<file path="src/rtl/fifo_wr_arb.sv">
// ---------------------------------------------------------------------------
// fifo_wr_arb
//
// Round-robin arbiter sharing the single write port of fifo1 among NREQ
// requesters. One requester owns the port at a time. The grant is held for
// one packet, or for at most BURST words, whichever ends first. After every
// grant there is one idle cycle, and the owner that just released moves to
// lowest priority.
//
// Parameters
//   NREQ  : number of requesters (>= 2)
//   DSIZE : data width, matches fifo1 DSIZE
//   BURST : maximum words transferred per grant (>= 1)
//
// Ports
//   wclk       in            write clock, rising edge
//   wrst_n     in            asynchronous active-low reset
//   req_valid  in  [NREQ]    requester i presents a word
//   req_data   in  [NREQ*DSIZE] requester i data at [i*DSIZE +: DSIZE]
//   req_last   in  [NREQ]    current word of requester i ends its packet
//   req_ready  out [NREQ]    word accepted from i when valid & ready
//   wfull      in            fifo1 full flag (already registered in fifo1)
//   winc       out           write strobe to fifo1, one word per high cycle
//   wdata      out [DSIZE]   write data to fifo1, zero while idle
//   gnt        out [NREQ]    registered one-hot owner, zero while idle
//   busy       out           high while a grant is held
// ---------------------------------------------------------------------------
module fifo_wr_arb #(
  parameter int NREQ  = 4,
  parameter int DSIZE = 8,
  parameter int BURST = 4
) (
  input  logic                  wclk,
  input  logic                  wrst_n,
  input  logic [NREQ-1:0]       req_valid,
  input  logic [NREQ*DSIZE-1:0] req_data,
  input  logic [NREQ-1:0]       req_last,
  output logic [NREQ-1:0]       req_ready,
  input  logic                  wfull,
  output logic                  winc,
  output logic [DSIZE-1:0]      wdata,
  output logic [NREQ-1:0]       gnt,
  output logic                  busy
);

  localparam int PW = (NREQ > 1) ? $clog2(NREQ) : 1;
  localparam int CW = $clog2(BURST + 1);

  localparam logic [PW:0]   NREQ_W   = (PW + 1)'(NREQ);
  localparam logic [PW-1:0] LAST_IDX = PW'(NREQ - 1);
  localparam logic [CW-1:0] BURST_W  = CW'(BURST);
  localparam logic [NREQ-1:0] ONE_HOT0 = NREQ'(1);

  typedef enum logic {
    IDLE  = 1'b0,
    GRANT = 1'b1
  } state_t;

  state_t          state_reg, state_next;
  logic [NREQ-1:0] gnt_reg, gnt_next;
  logic [PW-1:0]   ptr_reg, ptr_next;
  logic [PW-1:0]   own_reg, own_next;
  logic [CW-1:0]   cnt_reg, cnt_next;

  // -------------------------------------------------------------------------
  // Owner multiplexing. gnt_reg is zero in IDLE, so every masked term below
  // is zero there too; that is what forces wdata to 0 while idle.
  // -------------------------------------------------------------------------
  logic [DSIZE-1:0] data_masked [NREQ];
  logic [DSIZE-1:0] data_or;
  logic             own_valid;
  logic             own_last;

  genvar gi;
  generate
    for (gi = 0; gi < NREQ; gi++) begin : g_data_mask
      assign data_masked[gi] = req_data[gi*DSIZE +: DSIZE] & {DSIZE{gnt_reg[gi]}};
    end
  endgenerate

  always_comb begin
    data_or = '0;
    for (int i = 0; i < NREQ; i++) begin
      data_or = data_or | data_masked[i];
    end
  end

  assign own_valid = |(req_valid & gnt_reg);
  assign own_last  = |(req_last  & gnt_reg);

  // -------------------------------------------------------------------------
  // Rotating priority search. Duplicating req_valid and shifting it right by
  // ptr puts requester ptr at bit 0. The lowest set bit in the low NREQ bits
  // is then the offset from ptr of the winner.
  // -------------------------------------------------------------------------
  logic [2*NREQ-1:0] dbl_valid;
  logic [PW-1:0]     sel_off;
  logic [PW:0]       sel_sum;
  logic [PW-1:0]     sel_idx;
  logic              sel_found;

  assign dbl_valid = {req_valid, req_valid} >> ptr_reg;

  always_comb begin
    sel_found = 1'b0;
    sel_off   = '0;
    // Scan downwards so that the lowest offset is the last one written.
    for (int k = NREQ - 1; k >= 0; k--) begin
      if (dbl_valid[k]) begin
        sel_found = 1'b1;
        sel_off   = PW'(k);
      end
    end
  end

  assign sel_sum = {1'b0, ptr_reg} + {1'b0, sel_off};
  assign sel_idx = (sel_sum >= NREQ_W) ? PW'(sel_sum - NREQ_W) : PW'(sel_sum);

  // -------------------------------------------------------------------------
  // Port-side outputs. These are combinational from gnt, req_* and wfull,
  // with no extra register stage.
  // -------------------------------------------------------------------------
  logic [CW-1:0] cnt_inc;
  logic          burst_done;

  assign busy       = (state_reg == GRANT);
  assign gnt        = gnt_reg;
  assign winc       = busy & own_valid & ~wfull;
  assign req_ready  = wfull ? '0 : gnt_reg;
  assign wdata      = data_or;
  assign cnt_inc    = cnt_reg + 1'b1;
  assign burst_done = (cnt_inc == BURST_W);

  // -------------------------------------------------------------------------
  // Next-state logic
  // -------------------------------------------------------------------------
  always_comb begin
    state_next = state_reg;
    gnt_next   = gnt_reg;
    ptr_next   = ptr_reg;
    own_next   = own_reg;
    cnt_next   = cnt_reg;
    case (state_reg)
      IDLE: begin
        if (sel_found) begin
          state_next = GRANT;
          gnt_next   = ONE_HOT0 << sel_idx;
          own_next   = sel_idx;
          cnt_next   = '0;
        end
      end
      GRANT: begin
        // A full FIFO blocks winc. The counter and the grant then simply hold.
        if (winc) begin
          cnt_next = cnt_inc;
          if (own_last || burst_done) begin
            state_next = IDLE;
            gnt_next   = '0;
            ptr_next   = (own_reg == LAST_IDX) ? '0 : own_reg + 1'b1;
          end
        end
      end
      default: begin
        state_next = IDLE;
        gnt_next   = '0;
      end
    endcase
  end

  // -------------------------------------------------------------------------
  // State registers
  // -------------------------------------------------------------------------
  always_ff @(posedge wclk or negedge wrst_n) begin
    if (!wrst_n) begin
      state_reg <= IDLE;
      gnt_reg   <= '0;
      ptr_reg   <= '0;
      own_reg   <= '0;
      cnt_reg   <= '0;
    end else begin
      state_reg <= state_next;
      gnt_reg   <= gnt_next;
      ptr_reg   <= ptr_next;
      own_reg   <= own_next;
      cnt_reg   <= cnt_next;
    end
  end

endmodule

</file>
<file path="config.mk">
export PLATFORM = sky130hd
export DESIGN_NAME = fifo_wr_arb
export DESIGN_NICKNAME = d
export VERILOG_FILES = /design/src/rtl/fifo_wr_arb.sv
export SDC_FILE = /design/constraint.sdc
export NUM_CORES = 1
export LEC_CHECK = 0
export ABC_AREA = 1
export BUFFER_PORTS_ARGS = -buffer_cell sky130_fd_sc_hd__buf_4
export CELL_PAD_IN_SITES_DETAIL_PLACEMENT = 1
export CELL_PAD_IN_SITES_GLOBAL_PLACEMENT = 2
export CORE_MARGIN = 2
export CORE_UTILIZATION = 18
export CTS_CLUSTER_DIAMETER = 100
export DETAILED_ROUTE_END_ITERATION = 8
export GPL_TIMING_DRIVEN = 0
export HOLD_SLACK_MARGIN = 0.03
export PLACE_DENSITY = 0.76
export SYNTH_ARGS = -nofsm -noshare
export SYNTH_HDL_FRONTEND = slang
export SYNTH_SLANG_ARGS = --single-unit
export TNS_END_PERCENT = 1
</file>
<file path="constraint.sdc">
create_clock -name wclk -period 1.5 [get_ports wclk]
set_input_delay 0 -clock wclk [delete_from_list [all_inputs] [get_ports wclk]]
set_output_delay 0 -clock wclk [all_outputs]
set_load 0.005 [all_outputs]
</file>
==> impl_results.md, run 1 <==
* Min setup slack post-route at -0.270 ns
* Most used cell, CP: nand2_2
* Max FFs per register at 4
* CTS tree: done
* Syn Std Cell Area at 991 um2
* Vias at 1,282
* Switching Fraction at 46.2%
* HP Class: in -> reg
* Placer Congestion at 0.742
* DR pass1 iterations at 4
* Minimum clock period after layout at 1.77 ns
* Commonest non-fill, non-tap cells in the layout: nand2_1 (70), buf_4 (64), nand2_2 (9), nand3_1 (9), dfrtp_1 (9)
* HPWL Detailed at 2810 um
* Latest clock arrival within the worst-skew pair at 0.23 ns
* Commonest non-fill, non-tap cell in the layout: nand2_1
* Total wire length at 3650 um
* CTS Buffer Depth at 2
* Pwr dens at 1560 mW/mm2
* Final worst-path cycle share at 118%
* Core area at 0.00541 mm2
* H-tree levels at 1
* Num CTS Buffers at 3
* Final Hold Fails at 0
* Antenna fix cells at 0
* Slowest stage cell, crit path: dfrtp_2
* VDD IR max at 0.000391 V
* Pwr Total at 2.68 mW
* Syn Inst Count at 160
* Crit path capture: own_reg[1]
* DR vias/cell at 4.27
* GR Util All Layers at 12.6%
* Root Driver: clkbuf_8
* Critical Path Max Stage Delay at 0.46 ns
* Rows at 27
* Post-synth net total at 207
* Avg Cell Area, Syn at 6.19 um2
* Post-synthesis sequential area ratio at 30.3%
* Slew Viols, Final at 0
* First-pass GRT wire length at 6290 um
* Clock share of power at 10.4%
* P&R area growth vs syn at 73.4%
* CP Launch Type: register
* Comb pwr share at 66.5%
* Dpl ws at -0.441 ns
* # setup viols final at 6
* CP Max Fanout at 6
* Critical path data required time at 1.63 ns
* CP Launch Point: ptr_reg[0]
* Drt drc at 0
* Pin count of the biggest net entering global routing at 13
* Worst-margin pin slew at 0.450 ns
* Fmax at 0.565 GHz
* GRT overflow at 0
* Syn. warnings at 0
* Detailed-route wire length per cell at 12.2 um
* 1st-iter DRT viols at 28
* Flop pwr share at 23.0%
* Layout cells sized above 1 at 45.6%
* Final core occ at 31.8%
* Die width at 78.2 um
* R2r setup slk at -0.27 ns
* Switching power at 1.24 mW
* Die area at 0.00611 mm2
* IO Count at 61
* Internal power at 1.44 mW
* Status: finished, violations left
* #FFs+latches synth at 12
* Chip height at 78.2 um
* Starting density of the core at 18.3%
* Register-to-Register Path Depth at 11
* Library cells used by synthesis at 20
* Worst Clk Skew at 0.000231 ns
* Clock-pin slew on the worst setup and hold paths at 0.05 ns
* CP Class: reg -> reg
* Sink Count at 12
* Vias in the first global route at 1,392
* DRT antenna net count at 0
* R2R Path End: own_reg[1]
* Reg-to-reg critical path startpoint: ptr_reg[0]
* Failing checks: negative setup slack
* Leakage at 0.921 nW
* PortBufs at 60
* CP Cell Sequence: inv_4, nand2_2, nand3_1, nand2_2, a21boi_2, ha_2, xor2_2, nand3b_1, nand2_2, nand2_1, nand2_1
* Max Cap Viol at 0
* Initial antenna violation count at 0
* Unrepaired setup endpoints after global routing: true
* Crit. End Element: register
* Slew headroom at 70.0%
* Critical Path AT at 1.90 ns
* Layout Nets at 277
==> timing repair <==
action	CTS	global route
buffers inserted	4	0
hold buffers	1	0
setup endpoints to repair	7	18
pin swaps	8	7
hold endpoints to repair	12	0
gates resized for setup	19	8
==> worst min path at each step <==
stage                            end  slack [ns]  cells past startpoint  startpoint
final                     cnt_reg[1]        0.12                      4       wfull
after global routing      cnt_reg[1]        0.15                      2      wrst_n
after CTS                 cnt_reg[1]        0.12                      4       wfull
after detailed placement  cnt_reg[1]       -0.15                      1      wrst_n
after global placement    cnt_reg[1]       -0.15                      1      wrst_n
after floorplan                 busy       -0.30                      0      wrst_n
==> synth_stat cells <==
cell	instances	area share, %
a21oi_1	2	1.0
nor2_2	1	0.63
clkbuf_1	2	0.76
nand3b_1	2	1.5
nor2_1	8	3.0
inv_1	9	3.4
dfrtp_1	12	30
or2_2	1	0.63
nor3_4	1	1.6
nand2_2	5	3.2
o21ai_0	1	0.50
a21boi_0	1	0.76
o21ai_1	2	1.0
nand3_1	16	8.1
nand4_1	8	5.1
xor2_1	2	1.8
ha_1	4	5.1
buf_2	2	1.0
inv_2	3	1.1
nand2_1	78	30
==> cell families after synthesis <==
group	share of synthesized area, %
simple gates	53.3
buf+inv	6.31
flops	30.3
compound gates	3.28
fa+ha+maj	5.05
xor+xnor	1.77
==> layer usage <==
| metal | global-route usage (%) | vias up | share of wire (%) |
|---|---|---|---|
| met5 | 0 | - | 0 |
| met4 | 1.58 | 0 | 0 |
| met3 | 1.95 | 0 | 4.2 |
| met2 | 24.7 | 34 | 54 |
| met1 | 14.6 | 603 | 42 |
| li1 | - | 645 | - |
==> metrics by stage <==
| step | instances | TNS (ns) | hold slack, ns | cell area [um2] |
|---|---|---|---|---|
| floorplan | 160 | -0.645 | -0.296 | 993 |
| global placement | 292 | -2.29 | -0.150 | 1530 |
| detailed placement | 292 | -2.32 | -0.150 | 1530 |
| CTS | 300 | -1.44 | 0.116 | 1680 |
| global route | 300 | -2.63 | 0.150 | 1720 |
| finish | 300 | -1.34 | 0.122 | 1720 |
==> final cells by class <==
class,count,area (um2)
well taps,72,90.1
multi-input cells,132,727
repair buffers,65,490
flip-flops and latches,12,304
fillers,714,3690
plain buffers,4,17.5
inverters,12,47.5
clock buffers,3,41.3
==> power by group through the flow <==
stage / clock (mW) / sequential [mW] / combinational, mW
3_5_place_dp: 0 / 0.617 / 1.54
5_1_grt: 0.301 / 0.647 / 2.04
6_report: 0.280 / 0.618 / 1.78
3_3_place_gp: 0 / 0.612 / 1.53
4_1_cts: 0.288 / 0.614 / 1.77
2_1_floorplan: 0 / 0.570 / 0.943
==> critical path, delay by kind of cell, from the launching register on <==
kind	cells	cell delay (ns)
compound gates	1	0.14
xor+xnor	1	0.16
fa+ha+maj	1	0.20
buf+inv	1	0.12
flops	1	0.46
simple gates	7	0.58
No activity file was read; power rests on OpenSTA's default activity.
==> inputs of run 2 (changes only) <==
RECOVER_POWER = 25   (was not set)
SKIP_LAST_GASP = 1   (was not set)
==> impl_results.md, run 2 (synthesized netlist as in run 1, its figures left out) <==
* Status: finished, violations left
* Failing checks: negative setup slack
* Drt drc at 0 (unchanged)
* Final TNS setup at -1.47 ns (-0.134 ns)
* DR pass1 iterations at 4 (unchanged)
* 1st-iter DRT viols at 26 (-7.1%)
* Die area at 0.00611 mm2 (unchanged)
* Unrepaired setup endpoints after global routing: true
* Final worst-path cycle share at 118% (-0.33 points)
* Antenna fix cells at 0 (unchanged)
* IO Count at 61 (unchanged)
* # setup viols final at 9 (+3)
* Crit. End Element: register
* Vias at 1,283 (+0.078%)
* PortBufs at 60 (unchanged)
* Root Driver: clkbuf_8
* Pwr Total at 2.62 mW (-2.4%)
* Dpl ws at -0.441 ns (unchanged)
* Slew Viols, Final at 0 (unchanged)
* Num CTS Buffers at 3 (unchanged)
* GR Util All Layers at 12.5% (-0.048 points)
* Layout cells sized above 1 at 43.4% (-2.2 points)
* Pwr dens at 1560 mW/mm2 (-0.37%)
* DR vias/cell at 4.28 (about the same)
* Initial antenna violation count at 0 (unchanged)
* CTS Buffer Depth at 2 (unchanged)
* Internal power at 1.42 mW (-1.7%)
* CP Class: reg -> reg
* Pin count of the biggest net entering global routing at 13 (unchanged)
* Die width at 78.2 um (unchanged)
* First-pass GRT wire length at 6270 um (-0.21%)
* Vias in the first global route at 1,396 (+0.29%)
* Leakage at 0.903 nW (-2.0%)
* Switching Fraction at 45.8% (-0.37 points)
* Critical path data required time at 1.62 ns (about the same)
* Sink Count at 12 (unchanged)
* HP Class: in -> reg
* Starting density of the core at 18.3% (unchanged)
* Rows at 27 (unchanged)
* Commonest non-fill, non-tap cells in the layout: nand2_1 (70), buf_4 (63), nand2_2 (12)
* Placer Congestion at 0.742 (unchanged)
* VDD IR max at 0.000384 V (-1.7%)
* Fmax at 0.567 GHz (+0.28%)
* Flop pwr share at 23.3% (+0.3 points)
* Min setup slack post-route at -0.265 ns (+0.00497 ns)
* CTS tree: done
* GRT overflow at 0 (unchanged)
* Detailed-route wire length per cell at 12.0 um (-0.91%)
* Max FFs per register at 4 (unchanged)
* Worst Hold Depth at 4 (unchanged)
* Minimum clock period after layout at 1.77 ns (-0.00497 ns)
* Chip height at 78.2 um (unchanged)
* Register-to-Register Path Depth at 10 (-1)
* DRT antenna net count at 0 (unchanged)
* Hold Worst Slack at 0.117 ns (-0.00475 ns)
* HPWL Detailed at 2810 um (unchanged)
* Core area at 0.00541 mm2 (unchanged)
* R2r setup slk at -0.27 ns (about the same)
* Total wire length at 3610 um (-0.91%)
* Clock-pin slew on the worst setup and hold paths at 0.05 ns (about the same)
* Worst-margin pin slew at 0.674 ns (+0.224 ns)
* H-tree levels at 1 (unchanged)
* P&R area growth vs syn at 69.8%
* Critical Path AT at 1.88 ns (-0.02 ns)
* Latest clock arrival within the worst-skew pair at 0.23 ns (about the same)
* CP Max Fanout at 6 (unchanged)
* CP Launch Type: register
* Max Cap Viol at 0 (unchanged)
* Final Hold Fails at 0 (unchanged)
* Slew headroom at 55.0% (-15 points)
* Layout Nets at 277 (unchanged)
* Worst Clk Skew at 0.00103 ns (+0.000800 ns)
* Commonest non-fill, non-tap cell in the layout: nand2_1
* Comb pwr share at 66.0% (-0.5 points)
* Clock share of power at 10.6% (+0.2 points)
* Switching power at 1.20 mW (-3.2%)
==> run 2: final cells by class <==
type,instances,area (um2)
fillers,715,3720
multi-input cells,132,697
repair buffers,65,487
flip-flops and latches,12,303
well taps,72,90.1
inverters,12,47.5
clock buffers,3,41.3
plain buffers,4,17.5
==> run 2: repair_timing <==
action                                  CTS  global route
pin swaps                                 8             4
setup buffers                             4             0
gates resized for setup                  17             3
hold buffers                              1             0
hold endpoints to repair                 12             0
endpoints found under the setup margin    7            18
==> run 2: power by group through the flow <==
stage	clock [mW]	combinational (mW)	sequential (mW)
floorplan	0	0.943	0.570
global placement	0	1.53	0.612
detailed placement	0	1.54	0.617
CTS	0.288	1.74	0.614
global route	0.301	1.98	0.641
finish	0.278	1.73	0.611
==> run 2: worst paths after layout <==
check,from,endpoint
min reg2reg,own_reg[1],own_reg[1]
max in group asynchronous,wrst_n,ptr_reg[1]
max,ptr_reg[0],gnt[0]
min,wfull,cnt_reg[1]
min in group asynchronous,wrst_n,cnt_reg[0]
max reg2reg,ptr_reg[0],gnt[0]
==> run 2: per-layer routing <==
metal	global-route usage [%]	share of wire, %	vias up
met5	0	0	-
met4	1.58	0.42	0
met3	1.95	4.3	2
met2	24.6	52	36
met1	14.6	43	598
li1	-	-	647
==> run 2: critical path, stage by stage, from the launching register on <==
cell      delay (ns)
dfrtp_2         0.46
inv_4           0.11
nand2_2         0.07
nand3_1         0.08
nand2_1         0.07
a21boi_2        0.15
ha_2            0.18
xor2_2          0.15
nand3b_1        0.17
nand2_2         0.13
o21ai_1         0.07
==> run 2: through the flow <==
| step | area (um2) | utilization, % | cells |
|---|---|---|---|
| 2_1_floorplan | 993 | - | 160 |
| 3_3_place_gp | 1530 | 28.4 | 292 |
| 3_5_place_dp | 1530 | 28.4 | 292 |
| 4_1_cts | 1670 | 31.0 | 300 |
| 5_1_grt | 1680 | 31.1 | 300 |
| 6_report | 1680 | 31.1 | 300 |
